[src/rtl/led_controller_defs.sv]
// Shared LED-controller definitions: pixel type, default WS2812 timing and receiver states.
package led_controller_defs;

  typedef logic [23:0] pixel_t;

  localparam int DEF_ARRAY_LENGTH  = 400;
  localparam int DEF_BIT_THRESHOLD = 60;
  localparam int DEF_MAX_HIGH      = 150;
  localparam int DEF_RESET_CYCLES  = 5000;

  typedef enum logic [1:0] {
    ST_WAIT_RESET = 2'd0,
    ST_IDLE       = 2'd1,
    ST_HIGH       = 2'd2,
    ST_LOW        = 2'd3
  } rx_state_t;

  // Appends one decoded bit to the 23 bits already collected, MSB-first.
  function automatic pixel_t shift_in(input logic [22:0] partial, input logic bit_val);
    return {partial, bit_val};
  endfunction

endpackage

[src/rtl/ws2812_bit_sync.sv]
// Two-flop synchronizer bringing the asynchronous LED data line into the clk domain.
module ws2812_bit_sync (
  input  logic clk,
  input  logic rst,
  input  logic d_i,
  output logic q_o
);

  logic meta_q;
  logic sync_q;

  // Double-register the raw input to resolve metastability.
  always_ff @(posedge clk or negedge rst) begin
    if (!rst) begin
      meta_q <= 1'b0;
      sync_q <= 1'b0;
    end else begin
      meta_q <= d_i;
      sync_q <= meta_q;
    end
  end

  assign q_o = sync_q;

endmodule

[src/rtl/ws2812_receiver.sv]
// WS2812 serial receiver: measures high/low times of the synchronized line, decodes
// 24-bit pixels MSB-first and reports pixel strobes, frame end and protocol errors.
module ws2812_receiver
  import led_controller_defs::*;
#(
  parameter int ARRAY_LENGTH  = DEF_ARRAY_LENGTH,
  parameter int BIT_THRESHOLD = DEF_BIT_THRESHOLD,
  parameter int MAX_HIGH      = DEF_MAX_HIGH,
  parameter int RESET_CYCLES  = DEF_RESET_CYCLES
) (
  input  logic                              clk,
  input  logic                              rst,
  input  logic                              din,
  output pixel_t                            pixel_data,
  output logic                              pixel_valid,
  output logic [$clog2(ARRAY_LENGTH)-1:0]   pixel_index,
  output logic                              frame_done,
  output logic [$clog2(ARRAY_LENGTH+1)-1:0] pixel_count,
  output logic                              overflow,
  output logic                              error,
  output logic                              busy
);

  localparam int IW = $clog2(ARRAY_LENGTH);
  localparam int CW = $clog2(ARRAY_LENGTH + 1);
  localparam int HW = $clog2(MAX_HIGH + 1);
  localparam int LW = $clog2(RESET_CYCLES + 1);

  localparam logic [HW-1:0] THR_LIM  = HW'(BIT_THRESHOLD);
  localparam logic [HW-1:0] HIGH_END = HW'(MAX_HIGH - 1);
  localparam logic [LW-1:0] LOW_END  = LW'(RESET_CYCLES - 1);
  localparam logic [CW-1:0] AL_LIM   = CW'(ARRAY_LENGTH);

  logic          din_s;
  logic          bit_val_s;
  pixel_t        word_s;

  rx_state_t     state_q;
  logic [HW-1:0] high_cnt_q;
  logic [LW-1:0] low_cnt_q;
  logic [4:0]    bit_cnt_q;
  logic [22:0]   shift_q;
  logic [CW-1:0] idx_q;
  logic [CW-1:0] cnt_q;
  pixel_t        pixel_data_q;
  logic [IW-1:0] pixel_index_q;
  logic [CW-1:0] pixel_count_q;
  logic          pixel_valid_q;
  logic          frame_done_q;
  logic          overflow_q;
  logic          error_q;

  ws2812_bit_sync u_sync (
    .clk (clk),
    .rst (rst),
    .d_i (din),
    .q_o (din_s)
  );

  assign bit_val_s = (high_cnt_q > THR_LIM);
  assign word_s    = shift_in(shift_q, bit_val_s);

  // Receiver FSM: line timing, bit/pixel assembly and all registered outputs.
  always_ff @(posedge clk or negedge rst) begin
    if (!rst) begin
      state_q       <= ST_WAIT_RESET;
      high_cnt_q    <= '0;
      low_cnt_q     <= '0;
      bit_cnt_q     <= 5'd0;
      shift_q       <= 23'd0;
      idx_q         <= '0;
      cnt_q         <= '0;
      pixel_data_q  <= 24'd0;
      pixel_index_q <= '0;
      pixel_count_q <= '0;
      pixel_valid_q <= 1'b0;
      frame_done_q  <= 1'b0;
      overflow_q    <= 1'b0;
      error_q       <= 1'b0;
    end else begin
      pixel_valid_q <= 1'b0;
      frame_done_q  <= 1'b0;
      error_q       <= 1'b0;
      case (state_q)
        ST_WAIT_RESET: begin
          if (din_s) begin
            low_cnt_q <= '0;
          end else if (low_cnt_q == LOW_END) begin
            low_cnt_q <= '0;
            state_q   <= ST_IDLE;
          end else begin
            low_cnt_q <= low_cnt_q + LW'(1);
          end
        end
        ST_IDLE: begin
          // Line is known low here, so any high level is the frame's first rising edge.
          if (din_s) begin
            high_cnt_q <= HW'(1);
            low_cnt_q  <= '0;
            overflow_q <= 1'b0;
            state_q    <= ST_HIGH;
          end else begin
            low_cnt_q <= '0;
          end
        end
        ST_HIGH: begin
          if (din_s) begin
            if (high_cnt_q == HIGH_END) begin
              error_q    <= 1'b1;
              high_cnt_q <= '0;
              low_cnt_q  <= '0;
              bit_cnt_q  <= 5'd0;
              shift_q    <= 23'd0;
              idx_q      <= '0;
              cnt_q      <= '0;
              overflow_q <= 1'b0;
              state_q    <= ST_WAIT_RESET;
            end else begin
              high_cnt_q <= high_cnt_q + HW'(1);
            end
          end else begin
            low_cnt_q <= LW'(1);
            state_q   <= ST_LOW;
            if (bit_cnt_q == 5'd23) begin
              bit_cnt_q <= 5'd0;
              shift_q   <= 23'd0;
              if (idx_q < AL_LIM) begin
                pixel_data_q  <= word_s;
                pixel_index_q <= IW'(idx_q);
                pixel_valid_q <= 1'b1;
                idx_q         <= idx_q + CW'(1);
                cnt_q         <= cnt_q + CW'(1);
              end else begin
                overflow_q <= 1'b1;
              end
            end else begin
              shift_q   <= word_s[22:0];
              bit_cnt_q <= bit_cnt_q + 5'd1;
            end
          end
        end
        ST_LOW: begin
          if (din_s) begin
            high_cnt_q <= HW'(1);
            low_cnt_q  <= '0;
            state_q    <= ST_HIGH;
          end else if (low_cnt_q == LOW_END) begin
            frame_done_q  <= 1'b1;
            pixel_count_q <= cnt_q;
            error_q       <= (bit_cnt_q != 5'd0);
            bit_cnt_q     <= 5'd0;
            shift_q       <= 23'd0;
            idx_q         <= '0;
            cnt_q         <= '0;
            low_cnt_q     <= '0;
            state_q       <= ST_IDLE;
          end else begin
            low_cnt_q <= low_cnt_q + LW'(1);
          end
        end
        default: begin
          state_q <= ST_WAIT_RESET;
        end
      endcase
    end
  end

  assign pixel_data  = pixel_data_q;
  assign pixel_valid = pixel_valid_q;
  assign pixel_index = pixel_index_q;
  assign frame_done  = frame_done_q;
  assign pixel_count = pixel_count_q;
  assign overflow    = overflow_q;
  assign error       = error_q;
  assign busy        = (state_q == ST_HIGH) || (state_q == ST_LOW);

endmodule

[config.mk]
export PLATFORM = sky130hd
export DESIGN_NAME = ws2812_receiver
export DESIGN_NICKNAME = d
export VERILOG_FILES = /design/src/rtl/led_controller_defs.sv /design/src/rtl/ws2812_bit_sync.sv /design/src/rtl/ws2812_receiver.sv
export SDC_FILE = /design/constraint.sdc
export NUM_CORES = 1
export LEC_CHECK = 0
export CORE_MARGIN = 1
export CORE_UTILIZATION = 40
export DETAILED_ROUTE_END_ITERATION = 7
export SYNTH_ARGS = -nofsm -noshare
export SYNTH_HDL_FRONTEND = slang
export SYNTH_SLANG_ARGS = --single-unit
[constraint.sdc]
create_clock -name clk -period 2.5 [get_ports clk]
set_clock_uncertainty 0.2 [all_clocks]
set_input_delay 0.25 -clock clk [delete_from_list [all_inputs] [get_ports clk]]
set_output_delay 0.25 -clock clk [all_outputs]
set_load 0.1 [all_outputs]
After elaboration in Yosys (flattened, before gate mapping)
Cells that the tools add are included.

Bits in registers: 117. Latch bits: 0. RAM bits: 0. Memory bits (read-only): 0. Input bits: 3. Output and inout port bits: 47. Word-level logic and storage cells: 112. Memories kept: 0.

$add $sub $neg: 5. $mul: 0. Divide/modulo/power cells: 0. Magnitude comparators: 2. Equality and inequality tests: 16. Shifts and indexed selects: 0. Multiplexer cells: 57. Bitwise operators: 1. Reduce and logical (&&, ||, !) cells: 15.

Operators with widths (number): 2-to-1 mux 23 bit (5); 2-to-1 mux 9 bit (9); 2-to-1 mux 13 bit (4); case mux 23 bit (2 select lines) (1); case mux 13 bit (3 select lines) (1); case mux 9 bit (2 select lines) (2); 2-to-1 mux 5 bit (5); 2-to-1 mux 8 bit (3); adder 9 x 1 -> 9 bit, second input constant (2); 2-to-1 mux 1 bit (16); case mux 8 bit (2 select lines) (1); adder 13 x 1 -> 13 bit, second input constant (1); equality test 13 bit, second input constant (1); 2-to-1 mux 2 bit (6); case mux 5 bit (2 select lines) (1); < comparator 9 bit, second input constant (1); inequality test 3 x 2 -> 1 bit, second input constant (3); AND reduction 3 bit (3); adder 8 x 1 -> 8 bit, second input constant (1); equality test 8 bit, second input constant (1); greater-than comparator 8 x 6 -> 1 bit, second input constant (1); case mux 2 bit (4 select lines) (1); AND reduction 4 bit (2); inequality test 2 x 1 -> 1 bit, second input constant (3); 15 further kinds (22).

Depth between registers and ports, before layout
Word-level depth: 5. Depth in mapped cells: 8. Depth with buffers taken out: 6.

By module
A second synthesis with hierarchy kept.

Cell total of the unflattened synthesis: 475. Area total of the unflattened synthesis: 5445.2 um^2.

Modules (own cells, without submodules): ws2812_receiver (times used 1, cells an instance 473, area an instance 5395.2 um^2, seq. area each 2877.8 um^2); ws2812_bit_sync (times used 1, cells an instance 2, area an instance 50.0 um^2, seq. area each 50.0 um^2).

Least setup slack after synthesis
OpenSTA, ideal clock, no wires.

Path type: register to register. Start point: register state_q[0]. End point: register pixel_data_q[0], in the netlist pixel_data[0]. Library setup time: 0.126 ns. Data arrival time: 1.809 ns. Required time: 2.174 ns. Setup slack: 0.365 ns. Cell stages (with the launch flop): 8. Buffers on the path: 2. Clock period less this slack: 2.135 ns. Cells stage by stage: dfrtp_1 -> inv_1 -> ha_1 -> buf_2 -> nand2b_1 -> nand3b_1 -> buf_2 -> mux2_2.

Cells in the longest elaborated chain, start to end: 2.

RTL lines: from (decl) (line ws2812_receiver.sv:38) `rx_state_t state_q;`; from (signal assigned) (line ws2812_receiver.sv:66) `state_q <= ST_WAIT_RESET;`; from (signal assigned) (line ws2812_receiver.sv:90) `state_q <= ST_IDLE;`; from (signal assigned) (line ws2812_receiver.sv:101) `state_q <= ST_HIGH;`; equality test 2 bit (line ws2812_receiver.sv:84) `case (state_q)`; AND reduction 4 bit (no line); to (signal assigned) (line ws2812_receiver.sv:128) `pixel_data_q <= word_s;`; to (decl) (line ws2812_receiver.sv:45) `pixel_t pixel_data_q;`.

Every way passes these cells. A chain may end at the register's enable or synchronous reset.

Final worst setup path
Start point: register state_q[0]. End point: output busy.

Cells in the longest elaborated chain, start to end: 2. Elaborated cells between the ends (all ways): 3. Classes of those cells: 2 x eq/ne; 1 x reduce/logical.

RTL lines: equality test 2 bit (line ws2812_receiver.sv:175) `assign busy = (state_q == ST_HIGH) || (state_q == ST_LOW);`; logical OR 1 bit (*) (line ws2812_receiver.sv:175); to (decl) (line ws2812_receiver.sv:21) `output logic busy`.

Mark *: on every way between the ends. The rest lies on a longest branch, timed or not.

==> impl_metrics.yaml <==
run_status:
  status: "finished, final reports clean"
synth:
  synth.top_cell.area_share_pct: 54.0
  yosysMostFrequentCell: "dfrtp_1"
  yosysWarnings: 0
  synth_cell_types: 63
  synth_seq_cells: 117
  synth_common_cells: "dfrtp_1, nand2_1, a22o_1, mux2_2, o21ai_0"
  avgSynthCellArea_um2: 11.4
  syn_inst: 475
  synth_seq_area_share_pct: 54.0
  synth_nets: 491
  syn-cell-area_um2: 5420
  yosysTopAreaCell: "dfrtp_1"
  async_flop_share_pct: 100
  ys_dominant_reg_cell: "dfrtp_1"
  synth_edf_count: 0
  synth.top_cells.by_area: "dfrtp_1, mux2_2, a22o_1"
floorplan:
  boundaryPins: 50
  rows: 42
  fp.dieH_um: 118
  die_w_um: 118
  coreArea_um2: 13200
  die-area_um2: 14000
  start_util_pct: 40.9
finish:
  layout-drive-gt1-share_pct: 26.1
  finalNonFillerCells: 728
  fin_nets: 555
  antenna_cells: 0
  synthToLayoutAreaGrowth_pct: 24.5
  stdcell_area_um2: 6750
pwr:
  power_w: 0.00466
  p_per_area_nw_per_um2: 691
  ir_drop_mv: 0.461
  p_leak_nw: 3.33
placed_design:
  dpl.cell_count: 695
  place_congestion: 0.821
  postPlaceCellArea_um2: 6090
  dp_hpwl_mm: 7.75
  io_buffers: 49
sta:
  post-route-period-util_pct: 92.7
  worst_slew_pin_slew_ns: 0.602
  rsz0062_at_grt: "false"
  finalHoldViolCount: 0
  fin_crit_ns: 2.32
  slew_violations: 0
  max-slew-margin-rel_pct: 59.9
  setup_viol: 0
  fmax_mhz: 432
  fin_setup_tns_ns: 0
  whs_ns: 0.0804
global_routing:
  antenna_found_initial: 0
  grt_pass1_vias: 4002
  grt_overflow: 0
  grtUsageTotal_pct: 18.2
  grt_pass1_wl_mm: 20.0
  grt_max_degree: 44
clocking:
  cts_root_buf: "clkbuf_16"
  clock_sinks: 117
  clk_latency_ns: 0.42
  cts_buffers: 17
  path_clk_slew_ns: 0.05
  htreeDepth: 4
  cts_buffer_depth: 2
  cts_tree: "yes"
critical_path:
  cp-end-kind: "output port"
  critPathKind: "reg2out"
  path_max_fanout: 8
  critPathRequiredTime_ns: 2.05
  arrival_ns: 1.87
  cp-start-kind: "flop"
worst_hold_path:
  hold_path.class: "in2reg"
route:
  wl_mm: 11.7
  via_count: 4021
  route.detailed.drc: 0
  detail-route-antenna-nets: 0
  viasPerCell: 5.52
  first_pass_iters: 4
  wl_per_cell_um: 16.1
  drt_iter0_markers: 262
job:
  cap_violations: 0
==> sequential cells by signal (all words and copies together), names as in the netlist, 2 cells and up <==
name         flops
bit_cnt_q        5
pixel_index      9
cnt_q            9
pixel_count      9
idx_q            9
pixel_data      24
low_cnt_q       13
shift_q         23
state_q          2
high_cnt_q       8
==> routing by layer <==
layer | GRT usage [%] | vias up | share of wire (%)
met5 | 0 | - | 0
li1 | - | 1908 | -
met3 | 4.25 | 13 | 3.4
met4 | 8.15 | 0 | 1.4
met2 | 27.9 | 76 | 46
met1 | 24.5 | 2024 | 49
==> critical path, stage by stage, from the launching register on <==
cell and delay (ns):
dfrtp_1 0.39, inv_1 0.10, ha_1 0.27, buf_4 0.20, or2_2 0.32, buf_12 0.18
==> kinds of logic after synthesis <==
group | synth area share, %
flops | 54.0
compound gates | 16.5
buf+inv | 2.91
fa+ha+maj | 3.00
simple gates | 14.5
mux | 7.99
xor+xnor | 1.13
==> placed cells by master, fill, tap and decap left out, types with 8 or more instances in the layout <==
| cell type | Yosys | final |
|---|---|---|
| dfrtp_1 | 117 | 117 |
| buf_4 | 0 | 61 |
| clkbuf_16 | 0 | 17 |
| nor2_1 | 16 | 16 |
| mux2_2 | 34 | 34 |
| and3_1 | 9 | 9 |
| ha_1 | 13 | 13 |
| o21ai_0 | 18 | 18 |
| a31oi_1 | 14 | 14 |
| inv_1 | 14 | 14 |
| nand3_1 | 13 | 13 |
| a22o_1 | 34 | 34 |
| nand2_1 | 45 | 45 |
| nand4_1 | 8 | 8 |
==> worst paths after layout <==
check / startpoint / endpoint / slack, ns / cells after the start
hold reg to reg: u_sync.meta_q / u_sync.q_o / 0.15 / 0
hold / removal: din / u_sync.meta_q / 0.08 / 1
min in group asynchronous: rst / pixel_data[18] / 0.19 / 2
max in group asynchronous: rst / pixel_data[1] / 1.28 / 3
setup reg to reg: low_cnt_q[0] / cnt_q[7] / 0.20 / 5
setup / recovery: state_q[0] / busy / 0.18 / 5
==> stage by stage <==
| stage | setup WS, ns | utilization (%) |
|---|---|---|
| finish | 0.183 | 51.0 |
| global route | 0.0698 | 51.0 |
| CTS | 0.157 | 51.0 |
| detailed placement | 0.211 | 46.0 |
| global placement | 0.281 | 46.0 |
| floorplan | 0.365 | - |
==> what timing repair did <==
action	CTS	global route
resized for setup	0	0
hold buffers	1	0
endpoints found under the hold margin	41	0
buffers inserted	0	0
==> power breakdown <==
part           switching, W  total [W]  internal [W]
Clock              0.000852    0.00264       0.00179
Sequential        0.0000163    0.00193       0.00191
Combinational     0.0000636  0.0000931     0.0000295
Total              0.000932    0.00466       0.00373
==> cell type report <==
cell class                 count  area (µm²)
fill                        1197        6490
sequential                   117        2930
multi-input combinational    321        2340
timing repair buffer          67         558
clock buffer                  20         447
tap                          176         220
clock inverter                12         203
inverter                      15        56.3
(Power assumes the default switching activity.)
